## src/rtl/qpu_dtcm_icb_arbiter.sv

```systemverilog
// rtl/qpu_dtcm_icb_arbiter.sv - two-master round-robin ICB arbiter in front of the QPU DTCM port
module qpu_dtcm_icb_arbiter #(
    parameter int AW = 16,
    parameter int DW = 32,
    parameter int MW = 4
) (
    input  logic          clk,
    input  logic          rst,

    input  logic          m0_icb_cmd_valid,
    output logic          m0_icb_cmd_ready,
    input  logic [AW-1:0] m0_icb_cmd_addr,
    input  logic          m0_icb_cmd_read,
    input  logic [DW-1:0] m0_icb_cmd_wdata,
    input  logic [MW-1:0] m0_icb_cmd_wmask,
    output logic          m0_icb_rsp_valid,
    input  logic          m0_icb_rsp_ready,
    output logic [DW-1:0] m0_icb_rsp_rdata,

    input  logic          m1_icb_cmd_valid,
    output logic          m1_icb_cmd_ready,
    input  logic [AW-1:0] m1_icb_cmd_addr,
    input  logic          m1_icb_cmd_read,
    input  logic [DW-1:0] m1_icb_cmd_wdata,
    input  logic [MW-1:0] m1_icb_cmd_wmask,
    output logic          m1_icb_rsp_valid,
    input  logic          m1_icb_rsp_ready,
    output logic [DW-1:0] m1_icb_rsp_rdata,

    output logic          dtcm_icb_cmd_valid,
    input  logic          dtcm_icb_cmd_ready,
    output logic [AW-1:0] dtcm_icb_cmd_addr,
    output logic          dtcm_icb_cmd_read,
    output logic [DW-1:0] dtcm_icb_cmd_wdata,
    output logic [MW-1:0] dtcm_icb_cmd_wmask,
    input  logic          dtcm_icb_rsp_valid,
    output logic          dtcm_icb_rsp_ready,
    input  logic [DW-1:0] dtcm_icb_rsp_rdata,

    output logic          arb_active,
    output logic          arb_err
);

    typedef enum logic {IDLE = 1'b0, WAIT_RSP = 1'b1} state_t;

    state_t state_q, state_d;
    logic   lock_q, lock_d;
    logic   owner_q, owner_d;
    logic   last_grant_q, last_grant_d;
    logic   arb_err_q, arb_err_d;
    logic   sel;
    logic   sel_valid;
    logic   owner_rsp_ready;

    always_ff @(posedge clk) begin
        if (rst) begin
            state_q      <= IDLE;
            lock_q       <= 1'b0;
            owner_q      <= 1'b0;
            last_grant_q <= 1'b1;
            arb_err_q    <= 1'b0;
        end else begin
            state_q      <= state_d;
            lock_q       <= lock_d;
            owner_q      <= owner_d;
            last_grant_q <= last_grant_d;
            arb_err_q    <= arb_err_d;
        end
    end

    // A stalled presentation locks the grant so the downstream command never changes under it
    always_comb begin
        sel = 1'b0;
        if (lock_q)
            sel = owner_q;
        else if (m0_icb_cmd_valid && m1_icb_cmd_valid)
            sel = ~last_grant_q;
        else if (m1_icb_cmd_valid)
            sel = 1'b1;
    end

    assign sel_valid       = sel ? m1_icb_cmd_valid : m0_icb_cmd_valid;
    assign owner_rsp_ready = owner_q ? m1_icb_rsp_ready : m0_icb_rsp_ready;

    always_comb begin
        state_d      = state_q;
        lock_d       = lock_q;
        owner_d      = owner_q;
        last_grant_d = last_grant_q;
        arb_err_d    = arb_err_q;
        case (state_q)
            IDLE: begin
                if (dtcm_icb_rsp_valid)
                    arb_err_d = 1'b1;
                if (sel_valid) begin
                    owner_d = sel;
                    if (dtcm_icb_cmd_ready) begin
                        last_grant_d = sel;
                        lock_d       = 1'b0;
                        state_d      = WAIT_RSP;
                    end else begin
                        lock_d = 1'b1;
                    end
                end else begin
                    lock_d = 1'b0;
                end
            end
            WAIT_RSP: begin
                if (dtcm_icb_rsp_valid && owner_rsp_ready)
                    state_d = IDLE;
            end
            default: state_d = IDLE;
        endcase
    end

    always_comb begin
        dtcm_icb_cmd_valid = 1'b0;
        dtcm_icb_cmd_addr  = sel ? m1_icb_cmd_addr  : m0_icb_cmd_addr;
        dtcm_icb_cmd_read  = sel ? m1_icb_cmd_read  : m0_icb_cmd_read;
        dtcm_icb_cmd_wdata = sel ? m1_icb_cmd_wdata : m0_icb_cmd_wdata;
        dtcm_icb_cmd_wmask = sel ? m1_icb_cmd_wmask : m0_icb_cmd_wmask;
        m0_icb_cmd_ready   = 1'b0;
        m1_icb_cmd_ready   = 1'b0;
        m0_icb_rsp_valid   = 1'b0;
        m1_icb_rsp_valid   = 1'b0;
        m0_icb_rsp_rdata   = dtcm_icb_rsp_rdata;
        m1_icb_rsp_rdata   = dtcm_icb_rsp_rdata;
        dtcm_icb_rsp_ready = 1'b0;
        case (state_q)
            IDLE: begin
                dtcm_icb_cmd_valid = sel_valid;
                m0_icb_cmd_ready   = ~sel & dtcm_icb_cmd_ready;
                m1_icb_cmd_ready   = sel & dtcm_icb_cmd_ready;
                // Nothing is outstanding, so any response here is drained and flagged
                dtcm_icb_rsp_ready = 1'b1;
            end
            WAIT_RSP: begin
                m0_icb_rsp_valid   = ~owner_q & dtcm_icb_rsp_valid;
                m1_icb_rsp_valid   = owner_q & dtcm_icb_rsp_valid;
                dtcm_icb_rsp_ready = owner_rsp_ready;
            end
            default: ;
        endcase
    end

    assign arb_active = m0_icb_cmd_valid | m1_icb_cmd_valid | (state_q == WAIT_RSP);
    assign arb_err    = arb_err_q;

endmodule

```

## config.mk

```make
export PLATFORM = sky130hd
export DESIGN_NAME = qpu_dtcm_icb_arbiter
export DESIGN_NICKNAME = d
export VERILOG_FILES = /design/src/rtl/qpu_dtcm_icb_arbiter.sv
export SDC_FILE = /design/constraint.sdc
export NUM_CORES = 1
export LEC_CHECK = 0
export CORE_AREA = 2 2 105 107
export CTS_CLUSTER_DIAMETER = 50
export DETAILED_ROUTE_END_ITERATION = 10
export DIE_AREA = 0 0 107 109
export PLACE_DENSITY = 0.63
export SKIP_LAST_GASP = 1
export SLEW_MARGIN = 20
export SYNTH_ARGS = -nofsm -noshare
export SYNTH_HDL_FRONTEND = slang
export SYNTH_SLANG_ARGS = --single-unit
```

## constraint.sdc

```tcl
create_clock -name clk -period 1.63 [get_ports clk]
set_clock_uncertainty 0.15 [all_clocks]
set_input_delay 0.163 -clock clk [delete_from_list [all_inputs] [get_ports clk]]
set_output_delay 0.163 -clock clk [all_outputs]
set_load 0.02 [all_outputs]
```

## After elaboration in Yosys (flattened, before gate mapping)

Index checks and enable logic that the tools add are counted.

| storage, ports and cells | value |
|---|---|
| bits in registers | 5 |
| input port bits | 146 |
| output and inout port bits | 125 |
| logic and storage cells | 41 |

| cells by class | value |
|---|---|
| mux-type cells | 21 |
| bitwise logic cells | 10 |
| reductions and logical operators | 5 |

Operators with widths:

| kind | count |
|---|---|
| 32-bit 2-to-1 mux | 1 |
| 1-bit 2-to-1 mux | 16 |
| 16-bit 2-to-1 mux | 1 |
| 1-bit bitwise AND | 4 |
| 4-bit 2-to-1 mux | 1 |
| 1-bit NOT | 4 |
| 1-bit one-hot mux with 2 select lines | 2 |
| 2-bit AND reduction | 2 |
| 3-bit AND reduction | 1 |
| 1-bit logical AND | 2 |
| 1-bit bitwise OR | 2 |

## Depth between registers and ports, before layout

Gate-level depths: netlist (run 1).

| depth | value |
|---|---|
| word-level depth | 6 |
| gate-level depth with buffers | 5 |
| gate-level depth less buffers | 3 |

## Worst setup path after synthesis (run 1)

Ideal clock, no wire load.

| path | value |
|---|---|
| kind | register to output |
| start | reg owner_q |
| end | out dtcm_icb_cmd_addr[0] |
| arrival time | 1.274 ns |
| setup slack | 0.043 ns |
| stages on the path, launching flop included | 6 |
| cell sequence | dfxtp_1 nand2_1 a21boi_1 buf_6 buf_12 mux2_4 |

| on the way | value |
|---|---|
| word-level cells in the longest chain between the ends | 2 |

RTL lines:

| element | line | RTL |
|---|---|---|
| start, declared | 48 | `logic owner_q, owner_d;` |
| start signal, assigned | 65 | `owner_q <= owner_d;` |
| 1-bit 2-to-1 mux | 74 | `if (lock_q)` |
| 16-bit 2-to-1 mux | 118 | `dtcm_icb_cmd_addr = sel ? m1_icb_cmd_addr : m0_icb_cmd_addr;` |
| end, declared | 32 | `output logic [AW-1:0] dtcm_icb_cmd_addr,` |

Every way passes these cells.

## Final worst setup path (run 1)

| path | value |
|---|---|
| start | reg owner_q |
| end | out dtcm_icb_cmd_wdata[27] |

| on the way | value |
|---|---|
| word-level cells in the longest chain between the ends | 2 |

RTL lines:

| element | line | RTL |
|---|---|---|
| 1-bit 2-to-1 mux | 74 |  |
| 32-bit 2-to-1 mux | 120 | `dtcm_icb_cmd_wdata = sel ? m1_icb_cmd_wdata : m0_icb_cmd_wdata;` |
| end, declared | 34 | `output logic [DW-1:0] dtcm_icb_cmd_wdata,` |

Every way passes these cells.

==> impl_metrics.py, run 1 <==
metrics = {
    "routing": {
        "first_pass_iters": 3,
        "vias_per_cell": 3.67,
        "drt_iter0_drc": 13,
        "totalWireLength_um": 6560,
        "routedWlPerCell_um": 15.0,
        "ant_nets": 0,
        "drc": 0,
        "vias": 1602,
    },
    "pwr": {
        "power_density_mw_per_mm2": 503,
        "vdd_drop_max_uv": 329,
        "power.leakage_nw": 1.59,
        "power_mw": 1.72,
    },
    "timing": {
        "period_needed_ps": 1970,
        "maxSlewHeadroom_pct": 85.5,
        "setup_ws_ps": -335,
        "slew_viol_final": 0,
        "fmax_ghz": 0.509,
        "rsz0062_at_grt": "true",
        "hold_viol_final": 0,
        "whs_ps": 176,
        "worst_slew_pin_slew_ps": 217,
        "period_share_pct": 121,
        "setup_viol": 55,
    },
    "critical_path": {
        "r2r_end": "last_grant_q$_SDFFE_PP1P_",
        "slowest_delay_ps": 320,
        "required_ps": 1320,
        "crit_type": "flip-flop to output pin",
        "startpoint": "owner_q$_SDFFE_PP0P_",
        "crit_chain": "nand2_2, a21boi_4, buf_6, buf_6, buf_16, mux2_4, buf_6",
        "r2r_slack_ps": 210,
        "r2r_cells": 4,
        "worst-path-max-fanout": 6,
        "critPathCaptureType": "output pin",
        "critPathCapture": "dtcm_icb_cmd_wdata[27]",
        "path_common_cell": "buf_6",
        "critPathLaunchType": "flip-flop",
        "critical_path_buf_inv_count": 4,
        "cp_slowest_cell": "dfxtp_2",
        "cp_top_family": "buffers and inverters",
        "worstPathArrival_ps": 1650,
        "crit-reg2reg-launch": "state_q$_SDFF_PP0_",
        "crit_cells": 7,
    },
    "clock_network": {
        "cts_buffers": 3,
        "cts.sinks": 5,
        "clkTransAtPathRegs_ps": 40,
        "clk_latency_ps": 220,
        "cts.path.max_buffers": 2,
        "clock-root-buffer": "clkbuf_8",
        "h-tree-depth": 1,
        "cts_tree": "yes",
    },
    "yosys": {
        "synth_common_cells": "64 x buf_4, 49 x mux2_4, 6 x nor2_1",
        "synth_flop_cell": "dfxtp_1",
        "synth_edf_count": 0,
        "synth_area_leaders": "mux2_4 44%, buf_4 29%, buf_12 6.0%",
        "syn_area_per_cell_um2": 10.4,
        "ys_ff_latch": 5,
        "synth_top_area_share_pct": 43.8,
        "synth_top_area_cell": "mux2_4",
        "yosysSeqAreaShare_pct": 5.97,
        "synth.distinct_cells": 26,
        "synth_cells": 162,
        "yosys_warnings": 0,
        "synth.most_common_cell": "buf_4",
        "async_reset_ff_share_pct": 0,
        "synth.cell_area_mm2": 0.00168,
        "synthesis.nets": 308,
    },
    "layout": {
        "diodes": 0,
        "fillers": 1097,
        "stdcell_area_mm2": 0.00342,
        "layout-drive-gt1-share_pct": 52.5,
        "stdcell_count": 437,
        "layout.area.seq_um2": 104,
        "multi_input_area_mm2": 0.00103,
        "utilization_pct": 32.2,
        "area_delta_synth_final_pct": 104,
        "fin_nets": 444,
    },
    "place": {
        "gp_congestion": 0.681,
        "io_buffers": 174,
        "place_inst": 419,
        "dp_hpwl_um": 5030,
        "dpl_cell_area_mm2": 0.00314,
    },
    "floorplanning": {
        "ios": 271,
        "core_area_mm2": 0.0106,
        "die_h_um": 109,
        "die_x_um": 107,
        "start_util_pct": 15.8,
        "rows": 38,
        "die_area_mm2": 0.0117,
    },
    "job": {
        "cap_violations": 0,
    },
    "global_route": {
        "grt_pass1_wl_um": 8740,
        "grt_pass1_vias": 1602,
        "antenna_found_initial": 0,
        "overflow": 0,
        "grt_max_degree": 16,
        "grt.total_usage_pct": 9.74,
    },
    "hold_path": {
        "hold_class": "primary input to output pin",
    },
    "outcome": {
        "violations": "setup timing",
        "outcome": "finished with violations",
    },
}
## placed cells by master (no fill, tap or decap)
cell,netlist,routed
a21bo_2,1,1
a21boi_4,0,2
a21oi_1,3,3
a221o_1,1,1
a32oi_1,1,1
and3_1,1,1
buf_12,5,3
buf_16,0,4
buf_2,0,15
buf_4,64,19
buf_6,1,42
clkbuf_1,1,1
clkbuf_16,0,1
clkbuf_2,0,2
clkbuf_8,0,3
clkdlybuf4s15_1,0,1
clkdlybuf4s50_1,0,112
dfxtp_1,5,2
dfxtp_2,0,3
dlygate4sd2_1,0,3
inv_1,3,2
inv_2,0,1
mux2_2,5,2
mux2_4,49,52
mux2i_1,1,1
nand2_1,4,3
nand2_2,0,1
nor2_1,6,4
nor2_2,0,2
nor2b_1,1,1
nor3_1,1,1
o21a_1,1,1
o21ai_0,1,1
o221ai_1,2,1
o221ai_2,0,1
o22ai_4,0,1
or3_1,1,1
or3b_2,1,1
## cells by family after synthesis
logic type             after synthesis  synth area share (%)
AOI/OAI and AO/OA                   13                  5.89
buffers and inverters               74                  36.2
DFF                                  5                  5.97
muxes                               55                  47.8
and+or+nand+nor                     15                  4.18
## layout make-up
type / instances / area share (%)
Multi-Input combinational cell: 83 / 30.1
Tap cell: 140 / 5.13
Clock buffer: 4 / 1.32
Timing Repair Buffer: 202 / 60.1
Inverter: 3 / 0.330
Sequential cell: 5 / 3.04
## per-stage QoR
| stage | setup TNS (ps) | setup slack (ps) |
|---|---|---|
| 3_5_place_dp | -48710 | -922 |
| 5_1_grt | -18940 | -408 |
| 6_report | -15000 | -335 |
| 3_3_place_gp | -48290 | -917 |
| 4_1_cts | -16590 | -340 |
| 2_1_floorplan | 0 | 43.3 |
## worst min-delay path by stage
stage                     cells after the start                    from              endpoint  slack [ps]
final                                         0  dtcm_icb_rsp_rdata[12]  m0_icb_rsp_rdata[12]         180
after global routing                          0  dtcm_icb_rsp_rdata[13]  m0_icb_rsp_rdata[13]         180
after CTS                                     0   dtcm_icb_rsp_rdata[4]   m1_icb_rsp_rdata[4]         180
after detailed placement                      0   dtcm_icb_rsp_rdata[4]   m1_icb_rsp_rdata[4]         180
after global placement                        0   dtcm_icb_rsp_rdata[4]   m1_icb_rsp_rdata[4]         180
after floorplan                               1                     rst   lock_q$_SDFFE_PP0N_          80
## flip-flops by register name, summed over array words and instances, names as in the netlist
name	flops
state_q	1
lock_q	1
owner_q	1
last_grant_q	1
arb_err	1
## power by group
| group | switching, mW | internal [mW] |
|---|---|---|
| clock | 0.0641 | 0.168 |
| sequential | 0.00955 | 0.136 |
| combinational | 0.507 | 0.835 |
## timing repair
action	in CTS	in global routing
hold buffers	0	0
resized for setup	319	14
cloned	5	1
pin swaps	2	2
buffers inserted	9	1
setup endpoints to repair	60	59
## routing by layer
| layer | routed length (um) | track usage, % |
|---|---|---|
| met3 | 715 | 3.17 |
| met2 | 3470 | 18.7 |
| met1 | 2360 | 10.5 |
| met5 | 0 | 0 |
| met4 | 14 | 1.95 |
Note: power is estimated with default switching activity, not from simulation.
==> run 2, diff against run 1 <==
--- a/config.mk
+++ b/config.mk
@@ -5,6 +5,7 @@
 export SDC_FILE = /design/constraint.sdc
 export NUM_CORES = 1
 export LEC_CHECK = 0
+export CAP_MARGIN = 10
 export CORE_AREA = 2 2 105 107
 export CTS_CLUSTER_DIAMETER = 50
 export DETAILED_ROUTE_END_ITERATION = 10
==> results of run 2 <==
The final DEF is identical to that of run 1; final timing and power are the same.
==> run 3, diff against run 2 <==
--- a/config.mk
+++ b/config.mk
@@ -10,7 +10,7 @@
 export CTS_CLUSTER_DIAMETER = 50
 export DETAILED_ROUTE_END_ITERATION = 10
 export DIE_AREA = 0 0 107 109
-export PLACE_DENSITY = 0.63
+export PLACE_DENSITY = 0.58
 export SKIP_LAST_GASP = 1
 export SLEW_MARGIN = 20
 export SYNTH_ARGS = -nofsm -noshare
==> constraint.sdc (replaced) <==
create_clock -name clk -period 2.2 [get_ports clk]
set_clock_uncertainty 0.15 [all_clocks]
set_input_delay 0.22 -clock clk [delete_from_list [all_inputs] [get_ports clk]]
set_output_delay 0.22 -clock clk [all_outputs]
set_load 0.02 [all_outputs]
==> run 3 against run 2 <==
Against the previous run:
- the run now ends clean
- largest power group unchanged
- non-clock buffer count is 1 higher
- first-iteration DRC count is 140% higher
- via count is 0.12% lower
- cell area is 7.3% lower
- clock-buffer cell count stayed put
- critical path type unchanged
- sequential share of layout area is 0.24 points higher
==> impl_metrics.py, run 3 (synthesis results as in run 1) <==
metrics = {
    "outcome": {
        "outcome": "complete, no violations",
    },
    "timing": {
        "slew_viol_final": 0,
        "setup_viol": 0,
        "worst_slew_pin_slew_ps": 287,
        "rsz0062_at_grt": "true",
        "period_needed_ps": 2190,
        "setup_ws_ps": 14.0,
        "period_share_pct": 99.4,
        "hold_viol_final": 0,
        "whs_ps": 290,
        "maxSlewHeadroom_pct": 80.8,
        "fin_tns_setup_ps": 0,
        "fmax_ghz": 0.457,
    },
    "critical_path": {
        "worst-path-max-fanout": 7,
        "r2r_slack_ps": 600,
        "crit_type": "flip-flop to output pin",
        "required_ps": 1830,
        "worstPathArrival_ps": 1820,
        "critPathCaptureType": "output pin",
        "critPathLaunchType": "flip-flop",
    },
    "routing": {
        "vias_per_cell": 3.65,
        "drc": 0,
        "routedWlPerCell_um": 14.6,
        "totalWireLength_um": 6410,
        "drt_iter0_drc": 31,
        "ant_nets": 0,
        "vias": 1600,
        "first_pass_iters": 3,
    },
    "place": {
        "dp_hpwl_um": 5400,
        "place_inst": 425,
        "gp_congestion": 0.756,
        "io_buffers": 174,
        "pre_cts_ws_ps": -406,
    },
    "global_route": {
        "overflow": 0,
        "antenna_found_initial": 0,
        "grt.total_usage_pct": 9.50,
        "grt_max_degree": 11,
        "grt_pass1_wl_um": 8630,
        "grt_pass1_vias": 1639,
    },
    "floorplanning": {
        "core_area_mm2": 0.0106,
        "die_x_um": 107,
        "ios": 271,
        "die_area_mm2": 0.0117,
        "start_util_pct": 15.8,
        "rows": 38,
        "die_h_um": 109,
    },
    "clock_network": {
        "clk_latency_ps": 220,
        "cts.path.max_buffers": 2,
        "h-tree-depth": 1,
        "ctsHoldBuffers": 0,
        "clkTransAtPathRegs_ps": 40,
        "cts.sinks": 5,
        "cts_buffers": 3,
        "cts_tree": "yes",
        "clock-root-buffer": "clkbuf_8",
    },
    "layout": {
        "fillers": 1133,
        "final_common_cell": "clkdlybuf4s50_1",
        "stdcell_count": 438,
        "diodes": 0,
        "fin_nets": 445,
        "layout_common_cells": "116 x clkdlybuf4s50_1, 49 x mux2_4, 38 x buf_2",
        "layout-drive-gt1-share_pct": 47.3,
        "area_delta_synth_final_pct": 88.7,
    },
    "pwr": {
        "power_mw": 1.15,
        "power_density_mw_per_mm2": 363,
        "power.leakage_nw": 1.50,
        "vdd_drop_max_uv": 270,
    },
    "hold_path": {
        "hold_class": "primary input to output pin",
    },
    "job": {
        "cap_violations": 0,
    },
}
-- run 3: cell count changes in the layout (fill, tap and decap cells not counted), sizes merged --
cell,before,now
dlygate4sd2,3,10
clkdlybuf4s50,112,116
clkdlybuf4s15,1,4
dlymetal6s2s,0,2
buf,83,68
-- run 3: final timing paths --
kind | cells past startpoint | to | start
max | 8 | dtcm_icb_cmd_wdata[4] | lock_q$_SDFFE_PP0N_
min | 0 | m0_icb_rsp_rdata[19] | dtcm_icb_rsp_rdata[19]
max reg2reg | 5 | last_grant_q$_SDFFE_PP1P_ | owner_q$_SDFFE_PP0P_
min reg2reg | 2 | arb_err$_SDFFE_PP0P_ | arb_err$_SDFFE_PP0P_
-- run 3: area by class of cell --
| cell class | instances | area, um^2 | area share (%) |
|---|---|---|---|
| repair buffers | 203 | 1840 | 58.1 |
| flip-flops and latches | 5 | 104 | 3.28 |
| clock buffers | 4 | 45.0 | 1.42 |
| inverters | 3 | 11.3 | 0.356 |
| multi-input cells | 83 | 992 | 31.3 |
| well taps | 140 | 175 | 5.53 |
-- run 3: report_power, final --
part,total (mW),internal [mW],switching [mW]
logic,0.864,0.526,0.338
clock network,0.177,0.125,0.0521
registers,0.110,0.100,0.00936
total,1.15,0.751,0.399
-- run 3: metal layers --
| layer | vias up | wire (um) | global-route usage [%] |
|---|---|---|---|
| met5 | - | 0 | 0 |
| met4 | 0 | 48 | 1.39 |
| met3 | 11 | 781 | 3.71 |
| met2 | 118 | 3480 | 19.5 |
| met1 | 703 | 2110 | 9.02 |
| li1 | 768 | - | - |
-- run 3: worst max-delay path, stage by stage, from the launching register on --
cell and delay (ps):
dfxtp_2 330, nand2_2 70, a21boi_4 240, buf_12 150
buf_12 120, buf_8 130, buf_4 110, mux2_4 280
buf_4 160
-- run 3: what timing repair did --
item,CTS,global route
endpoints found under the setup margin,56,28
pin swaps,1,1
gates cloned,1,0
endpoints found under the hold margin,0,0
gates resized for setup,172,28
setup buffers,7,1
-- run 3: through the flow --
stage                     instance area (um^2)  utilization, %
after global routing                      3170            29.9
after detailed placement                  3200            30.2
after floorplan                           1680               -
after CTS                                 3260            30.8
final                                     3170            29.9
after global placement                    3200            30.2
